File: config.mk
export PLATFORM = sky130hd
export DESIGN_NAME = sme_alu_sched
export DESIGN_NICKNAME = d
export VERILOG_FILES = /design/src/rtl/sme_pkg.sv /design/src/rtl/sme_sched_arb.sv /design/src/rtl/sme_alu_sched.sv
export SDC_FILE = /design/constraint.sdc
export NUM_CORES = 1
export LEC_CHECK = 0
export CELL_PAD_IN_SITES_DETAIL_PLACEMENT = 0
export CELL_PAD_IN_SITES_GLOBAL_PLACEMENT = 2
export CORE_MARGIN = 5
export CORE_UTILIZATION = 20
export CTS_CLUSTER_DIAMETER = 50
export DETAILED_ROUTE_END_ITERATION = 12
export GPL_TIMING_DRIVEN = 0
export PLACE_DENSITY = 0.7
export SLEW_MARGIN = 20
export SYNTH_ARGS = -nofsm -noshare
export SYNTH_HDL_FRONTEND = slang
export SYNTH_SLANG_ARGS = --single-unit
File: constraint.sdc
create_clock -name g_clk -period 1.5 [get_ports g_clk]
set_input_delay 0.3 -clock g_clk [delete_from_list [all_inputs] [get_ports g_clk]]
set_output_delay 0.3 -clock g_clk [all_outputs]
set_load 0.03 [all_outputs]
File: src/rtl/sme_pkg.sv
// Shared SME opcode encoding plus the latency and legality helpers used by the
// ALU scheduler and its arbiter.
package sme_pkg;

  typedef enum logic [3:0] {
    SME_AND    = 4'd0,
    SME_OR     = 4'd1,
    SME_XOR    = 4'd2,
    SME_ANDN   = 4'd3,
    SME_ORN    = 4'd4,
    SME_XNOR   = 4'd5,
    SME_NOT    = 4'd6,
    SME_SLL    = 4'd7,
    SME_SRL    = 4'd8,
    SME_ROL    = 4'd9,
    SME_ROR    = 4'd10,
    SME_UNMASK = 4'd11
  } sme_op_t;

  typedef enum logic {
    ST_IDLE = 1'b0,
    ST_EXEC = 1'b1
  } sched_state_t;

  // Everything above the last defined opcode is reserved.
  function automatic logic is_illegal(input logic [3:0] op);
    is_illegal = (op > 4'(SME_UNMASK));
  endfunction

  // The DOM AND and the unmask gate register internally, so their results
  // appear one cycle later than the purely combinational operations.
  function automatic logic [1:0] lat_of(input logic [3:0] op);
    case (op)
      4'(SME_AND), 4'(SME_OR), 4'(SME_ANDN), 4'(SME_ORN), 4'(SME_UNMASK):
        lat_of = 2'd2;
      default:
        lat_of = 2'd1;
    endcase
  endfunction

endpackage

File: src/rtl/sme_sched_arb.sv
// Two-requester arbiter: the core issue port wins by default, while the remask
// engine is promoted once it has lost STARVE_MAX arbitrations in a row.
module sme_sched_arb
  import sme_pkg::*;
#(
  parameter int STARVE_MAX = 8
) (
  input  logic       clk,
  input  logic       srst,
  input  logic       en,
  input  logic [1:0] req_valid,
  output logic [1:0] req_ready,
  output logic       grant_id
);

  localparam int SW = $clog2(STARVE_MAX + 1);

  logic [SW-1:0] starve_reg;
  logic [SW-1:0] starve_next;
  logic          starved;

  assign starved  = (starve_reg == SW'(STARVE_MAX));
  assign grant_id = req_valid[1] && (starved || !req_valid[0]);

  generate
    for (genvar gi = 0; gi < 2; gi++) begin : g_ready
      assign req_ready[gi] = en && req_valid[gi] && (grant_id == (gi == 1));
    end
  endgenerate

  // Losing to requester 0 can only happen when both bits are valid.
  always_comb begin
    starve_next = starve_reg;
    if (en && req_valid[1]) begin
      if (grant_id)
        starve_next = '0;
      else if (!starved)
        starve_next = starve_reg + SW'(1);
    end
  end

  always_ff @(posedge clk) begin
    if (srst)
      starve_reg <= '0;
    else
      starve_reg <= starve_next;
  end

endmodule

File: src/rtl/sme_alu_sched.sv
// Issue scheduler for the masked sme_alu: arbitrates two requesters, holds the
// operation steady for its latency and returns a response with owner and error.
module sme_alu_sched
  import sme_pkg::*;
#(
  parameter int XLEN       = 32,
  parameter int STARVE_MAX = 8
) (
  input  logic       g_clk,
  input  logic       g_reset,
  input  logic       flush,
  input  logic [1:0] req_valid,
  output logic [1:0] req_ready,
  input  logic [3:0] req0_op,
  input  logic [3:0] req1_op,
  input  logic [4:0] req0_shamt,
  input  logic [4:0] req1_shamt,
  output logic       alu_valid,
  output logic [3:0] alu_op,
  output logic [4:0] alu_shamt,
  output logic       alu_sel,
  output logic       alu_flush,
  output logic       rsp_valid,
  input  logic       rsp_ready,
  output logic       rsp_id,
  output logic       rsp_err
);

  // Shift amounts wrap at the datapath width.
  localparam logic [4:0] SHAMT_MASK = 5'(XLEN - 1);

  sched_state_t state_reg, state_next;
  logic [1:0]   cnt_reg, cnt_next;
  logic [3:0]   op_reg, op_next;
  logic [4:0]   shamt_reg, shamt_next;
  logic         id_reg, id_next;

  logic         live;
  logic         exec;
  logic         arb_en;
  logic         grant_id;
  logic         handshake;
  logic [3:0]   op_sel;

  assign live      = !g_reset;
  assign exec      = live && (state_reg == ST_EXEC);
  assign arb_en    = live && (state_reg == ST_IDLE) && !flush;
  assign handshake = |req_ready;
  assign op_sel    = grant_id ? req1_op : req0_op;

  sme_sched_arb #(
    .STARVE_MAX(STARVE_MAX)
  ) u_arb (
    .clk      (g_clk),
    .srst     (g_reset),
    .en       (arb_en),
    .req_valid(req_valid),
    .req_ready(req_ready),
    .grant_id (grant_id)
  );

  always_comb begin
    state_next = state_reg;
    cnt_next   = cnt_reg;
    op_next    = op_reg;
    shamt_next = shamt_reg;
    id_next    = id_reg;
    case (state_reg)
      ST_IDLE: begin
        if (handshake) begin
          op_next    = op_sel;
          shamt_next = grant_id ? req1_shamt : req0_shamt;
          id_next    = grant_id;
          cnt_next   = lat_of(op_sel) - 2'd1;
          state_next = ST_EXEC;
        end
      end
      ST_EXEC: begin
        if (cnt_reg != 2'd0)
          cnt_next = cnt_reg - 2'd1;
        else if (rsp_ready)
          state_next = ST_IDLE;
      end
      default: state_next = ST_IDLE;
    endcase
    // An aborted operation never reaches its response cycle.
    if (flush) begin
      state_next = ST_IDLE;
      cnt_next   = 2'd0;
    end
  end

  always_ff @(posedge g_clk) begin
    if (g_reset) begin
      state_reg <= ST_IDLE;
      cnt_reg   <= 2'd0;
      op_reg    <= 4'd0;
      shamt_reg <= 5'd0;
      id_reg    <= 1'b0;
    end else begin
      state_reg <= state_next;
      cnt_reg   <= cnt_next;
      op_reg    <= op_next;
      shamt_reg <= shamt_next;
      id_reg    <= id_next;
    end
  end

  assign alu_valid = exec && !is_illegal(op_reg);
  assign alu_op    = live ? op_reg : 4'd0;
  assign alu_shamt = live ? (shamt_reg & SHAMT_MASK) : 5'd0;
  assign alu_sel   = live && id_reg;
  assign alu_flush = live && flush;
  assign rsp_valid = exec && (cnt_reg == 2'd0) && !flush;
  assign rsp_id    = live && id_reg;
  assign rsp_err   = rsp_valid && is_illegal(op_reg);

endmodule

======== Yosys cells after proc, flatten, opt, wreduce, memory -nomap -nowiden ========
Cells that the tools add are included.
storage, ports and cells
  flip-flop bits (word level) ............. 17
  bits of input ports ..................... 24
  output and inout port bits .............. 17
operators by class
  add/subtract/negate cells ............... 3
  magnitude comparators ................... 1
  eq/ne operators ......................... 8
  muxes and demuxes ....................... 16
  bitwise operators ....................... 2
  reduce and logical (&&, ||, !) cells .... 28
operators with widths
  cell                   number
  $mux W4                4
  $logic_and A1 B1 Y1    14
  $mux W2                5
  $mux W5                2
  $eq A4 B4 Y1 const B   2
  $reduce_and A2 Y1      3
  $reduce_or A5 Y1       1
  $add A4 B1 Y4 const B  1
  $eq A4 B1 Y1 const B   1
  $eq A4 B2 Y1 const B   1
  $eq A4 B3 Y1 const B   1
  $gt A4 B4 Y1 const B   1
  $logic_not A1 Y1       4
  $logic_not A4 Y1       1
  $ne A2 B2 Y1 const B   2
  $pmux W2 S2            1
  $reduce_or A2 Y1       2
  $sub A2 B1 Y2 const B  2
  $mux W1                3
  $logic_not A2 Y1       1
  $ne A2 B1 Y1 const B   1
  $not A1 Y1             2
  $pmux W1 S2            1
  $reduce_bool A2 Y1     1
  $logic_or A1 B1 Y1     1

======== Depth between registers and ports, before layout ========
  depth after elaboration ................. 12
  depth in mapped cells ................... 7
  depth with buffers taken out ............ 6

======== Cells and area by module ========
A second synthesis with hierarchy kept.
second synthesis, totals
  cells, all modules ...................... 118
  area, all modules ....................... 978.4 um2
by module, submodules not included
  module         times used  cells an instance  area an instance (um2)
  sme_alu_sched  1           84                 725.7
  sme_sched_arb  1           34                 252.7

======== Least setup slack after synthesis ========
No wires, ideal clock.
  path type ............................... input port to output port
  start ................................... input g_reset
  end ..................................... output rsp_err
  arrival time ............................ 1.596 ns
  required time ........................... 1.200 ns
  slack ................................... -0.396 ns
  stages on the path ...................... 2
  path buffers ............................ 0
  cells stage by stage .................... or2_2 nor4_1
on the way
  cells in the longest elaborated chain, start to end .. 5
ends and longest elaborated chain
  item                               RTL line              RTL
  from (decl)                        sme_alu_sched.sv:10   input logic g_reset,
  $logic_not A1 Y1                   sme_alu_sched.sv:45   assign live = !g_reset;
  $logic_and A1 B1 Y1                sme_alu_sched.sv:46   assign exec = live && (state_reg == ST_EXEC);
  $logic_and A1 B1 Y1 (2 in series)  sme_alu_sched.sv:114  assign rsp_valid = exec && (cnt_reg == 2'd0) && !flush;
  $logic_and A1 B1 Y1                sme_alu_sched.sv:116  assign rsp_err = rsp_valid && is_illegal(op_reg);
  to (decl)                          sme_alu_sched.sv:26   output logic rsp_err
Every way passes these cells.

======== Worst setup path after layout ========
  start ................................... register state_reg
  end ..................................... output req_ready[1]
on the way
  cells in the longest elaborated chain, start to end .. 5
ends and longest elaborated chain
  item                               RTL line              RTL
  from (decl)                        sme_alu_sched.sv:32   sched_state_t state_reg, state_next;
  from (signal assigned)             sme_alu_sched.sv:101  state_reg <= state_next;
  $not A1 Y1                         --
  $logic_and A1 B1 Y1 (2 in series)  sme_alu_sched.sv:47   assign arb_en = live && (state_reg == ST_IDLE) && !flush;
  $logic_and A1 B1 Y1 (2 in series)  sme_sched_arb.sv:27   assign req_ready[gi] = en && req_valid[gi] && (grant_id == (gi == 1));
  to (decl)                          sme_alu_sched.sv:13   output logic [1:0] req_ready,
Every way passes these cells.

==> run metrics <==
hold buffer count at cts=0; switching share of power=0.2761; # port buffers=40; Peak VDD IR=327.0 µV; NetSw=315.7 µW; crit start category=flip-flop; Worst R2R Start=state_reg$_SDFF_PP0_; Final Util=0.3649; final setup fails=12; drc violations=0; total die area=6176 µm²; Die X=78.59 µm; sequential share of the synthesized area=0.3617; Core Footprint=4629 µm²; yosys warns=0; min-delay src=flush; final number of hold-violating endpoints=0; synth unique cells=30; fin worst setup slack=-0.2231 ns; Comb power frac=0.276; initial drt markers=29; Synth Net Count=138; unrepaired setup endpoints after global routing=true; Setup Total Neg Slack=-1.599 ns; drt total wl=3.015 mm; Clk pwr share=0.299; synthesized area=940.9 µm²; Placer Congestion=0.7445; Post-Synthesis Cells=112; DR pass1 iterations=3; Tcrit/Tclk final=1.149; GRT Overall Usage=0.1011; CP required=1.20 ns; WL per Instance=13.52 µm; Worst-path clk slew=0.07 ns; vias per inst=4.430; Seq cells post-synth=17; Power Dens Cells=676.9 nW/µm²; chip height=78.59 µm; crit path from=state_reg$_SDFF_PP0_; max frequency=580.4 MHz; # fillers=480; status=complete, but fails checks; Critical Path Sink Type=output port; Clock Path Buffers=2; Boundary Pins=41; Worst-Skew Late Latency=0.25 ns; part of the power in registers=0.425; global-route wire length before repair=5.037 mm; routed vias=988; CTS tree=yes; Avg Inst Size Synth=8.401 µm²; Largest register FFs=5; pins over their slew limit=0; H-tree level count=1; clock sink count=17; layout cells sized above 1=0.3491; Synth-to-Final Area Change=79.52%; Worst-Margin Slew=0.3074 ns; Fin Clk Skew=0.003380 ns; ANT nets after route=0; Non-Filler Instances=223; Leakage=0.6698 nW; Slew headroom=0.7959; # rows=25; Cells after DPL=206; vias in the first global route=1071; Starting Density=0.2032; Arr. time, crit path=1.42 ns; internal power=827.7 µW; Period minus WS final=1.723 ns; CP Class=reg -> out; Final nets=196; ANT cells=0; failing checks=setup timing; CTS Buf Count=3; DP Wirelength=2.186 mm; root buffer cell=clkbuf_8; max-cap violation count=0; Max FO, Critical Path=3; grt ovf=0; antenna violations before repair=0; HP Class=in -> reg; pin count of the biggest net entering global routing=11
critical path, cell delays in order (launching register included):
cell,delay [ns]
dfxtp_4,0.36
or4b_4,0.52
a21oi_4,0.15
buf_6,0.15
what timing repair did:
item / CTS / global route
gates resized for setup: 83 / 27
cloned: 0 / 1
setup endpoints to repair: 33 / 29
pin swaps: 6 / 11
buffers inserted: 10 / 3
cell families after synthesis:
group / share of synthesized area
and+or+nand+nor: 0.2660
AOI/OAI and AO/OA: 0.1463
DFF: 0.3617
muxes: 0.1277
buffers and inverters: 0.05318
xor gates and xnor gates: 0.01862
adders and majority gates: 0.02659
through the flow:
step / hold WS [ns] / total power [mW] / setup WS, ns / instance area (µm²)
floorplan: 0.4407 / 0.6332 / -0.07746 / 963.4
global placement: 0.4767 / 0.7632 / -1.140 / 1431
detailed placement: 0.4903 / 0.7642 / -1.144 / 1431
CTS: 0.4964 / 1.141 / -0.2184 / 1603
global route: 0.4599 / 1.217 / -0.2703 / 1689
finish: 0.4380 / 1.143 / -0.2231 / 1689
cells in the final DEF (no fill, tap or decap), drive strengths merged, types with 2 or more instances in the layout:
master and instances:
buf 21, clkdlybuf4s50 19, nor2 17, dfxtp 17, clkbuf 14, mux2i 12, nor2b 11, a211oi 9
inv 5, a21oi 5, clkdlybuf4s15 5, nand3 4, dlygate4sd2 4, nand2 4, o21ai 3, or2 2
nand2b 2, nor3 2, ha 2
metal layers:
layer / up-vias / routed length (µm) / track usage
met5: - / 0 / 0
met4: 0 / 0 / 0.01573
met3: 0 / 192 / 0.03784
met2: 28 / 1466 / 0.1740
met1: 461 / 1356 / 0.1213
li1: 499 / - / -
worst paths after layout:
path              cells past startpoint                                to  slack [ns]
hold / removal                        4           cnt_reg[1]$_SDFFE_PP0P_        0.44
setup / recovery                      3                      req_ready[1]       -0.22
setup reg to reg                      5  u_arb.starve_reg[3]$_SDFFE_PP0P_       -0.18
hold reg to reg                       2         shamt_reg[0]$_SDFFE_PP0P_        0.50
area by class of cell:
cell class | instances | area [µm²] | area share
multi-input combinational | 84 | 664.4 | 0.3933
timing repair buffer | 53 | 496.7 | 0.2941
sequential | 17 | 346.6 | 0.2052
tap | 54 | 67.56 | 0.04000
buffer | 6 | 50.05 | 0.02963
clock buffer | 4 | 45.04 | 0.02667
inverter | 5 | 18.77 | 0.01111
power by group through the flow:
stage	sequential, mW	combinational [mW]	clock [mW]
CTS	0.485	0.289	0.367
finish	0.486	0.315	0.342
global placement	0.496	0.267	0
floorplan	0.493	0.140	0
detailed placement	0.496	0.268	0
global route	0.488	0.343	0.386
cell usage after synthesis:
| master | count | area (µm²) |
|---|---|---|
| a21boi_1 | 1 | 7.510 |
| mux2i_1 | 12 | 120.1 |
| a211oi_1 | 9 | 67.56 |
| nor3_2 | 1 | 10.01 |
| nor2_1 | 17 | 63.81 |
| ha_1 | 2 | 25.02 |
| nor4_1 | 1 | 6.260 |
| or3_1 | 1 | 6.260 |
| a22o_1 | 1 | 8.760 |
| dfxtp_1 | 17 | 340.3 |
| o22ai_1 | 1 | 6.260 |
| o21a_1 | 1 | 7.510 |
| xnor2_1 | 1 | 8.760 |
| or2_2 | 1 | 6.260 |
| xor2_1 | 1 | 8.760 |
| buf_2 | 1 | 5.000 |
| a21oi_1 | 5 | 25.02 |
| nor2b_1 | 11 | 68.82 |
| or2_1 | 1 | 6.260 |
| or4b_4 | 1 | 13.76 |
| nand3_1 | 4 | 20.02 |
| nor3_1 | 1 | 5.000 |
| inv_1 | 5 | 18.77 |
| clkbuf_1 | 3 | 11.26 |
| nand2b_1 | 2 | 12.51 |
| and3b_1 | 1 | 8.760 |
| nand2_1 | 4 | 15.01 |
| nand3b_1 | 1 | 7.510 |
| buf_4 | 2 | 15.01 |
| o21ai_0 | 3 | 15.01 |
Power figures use the tool's default switching activity.
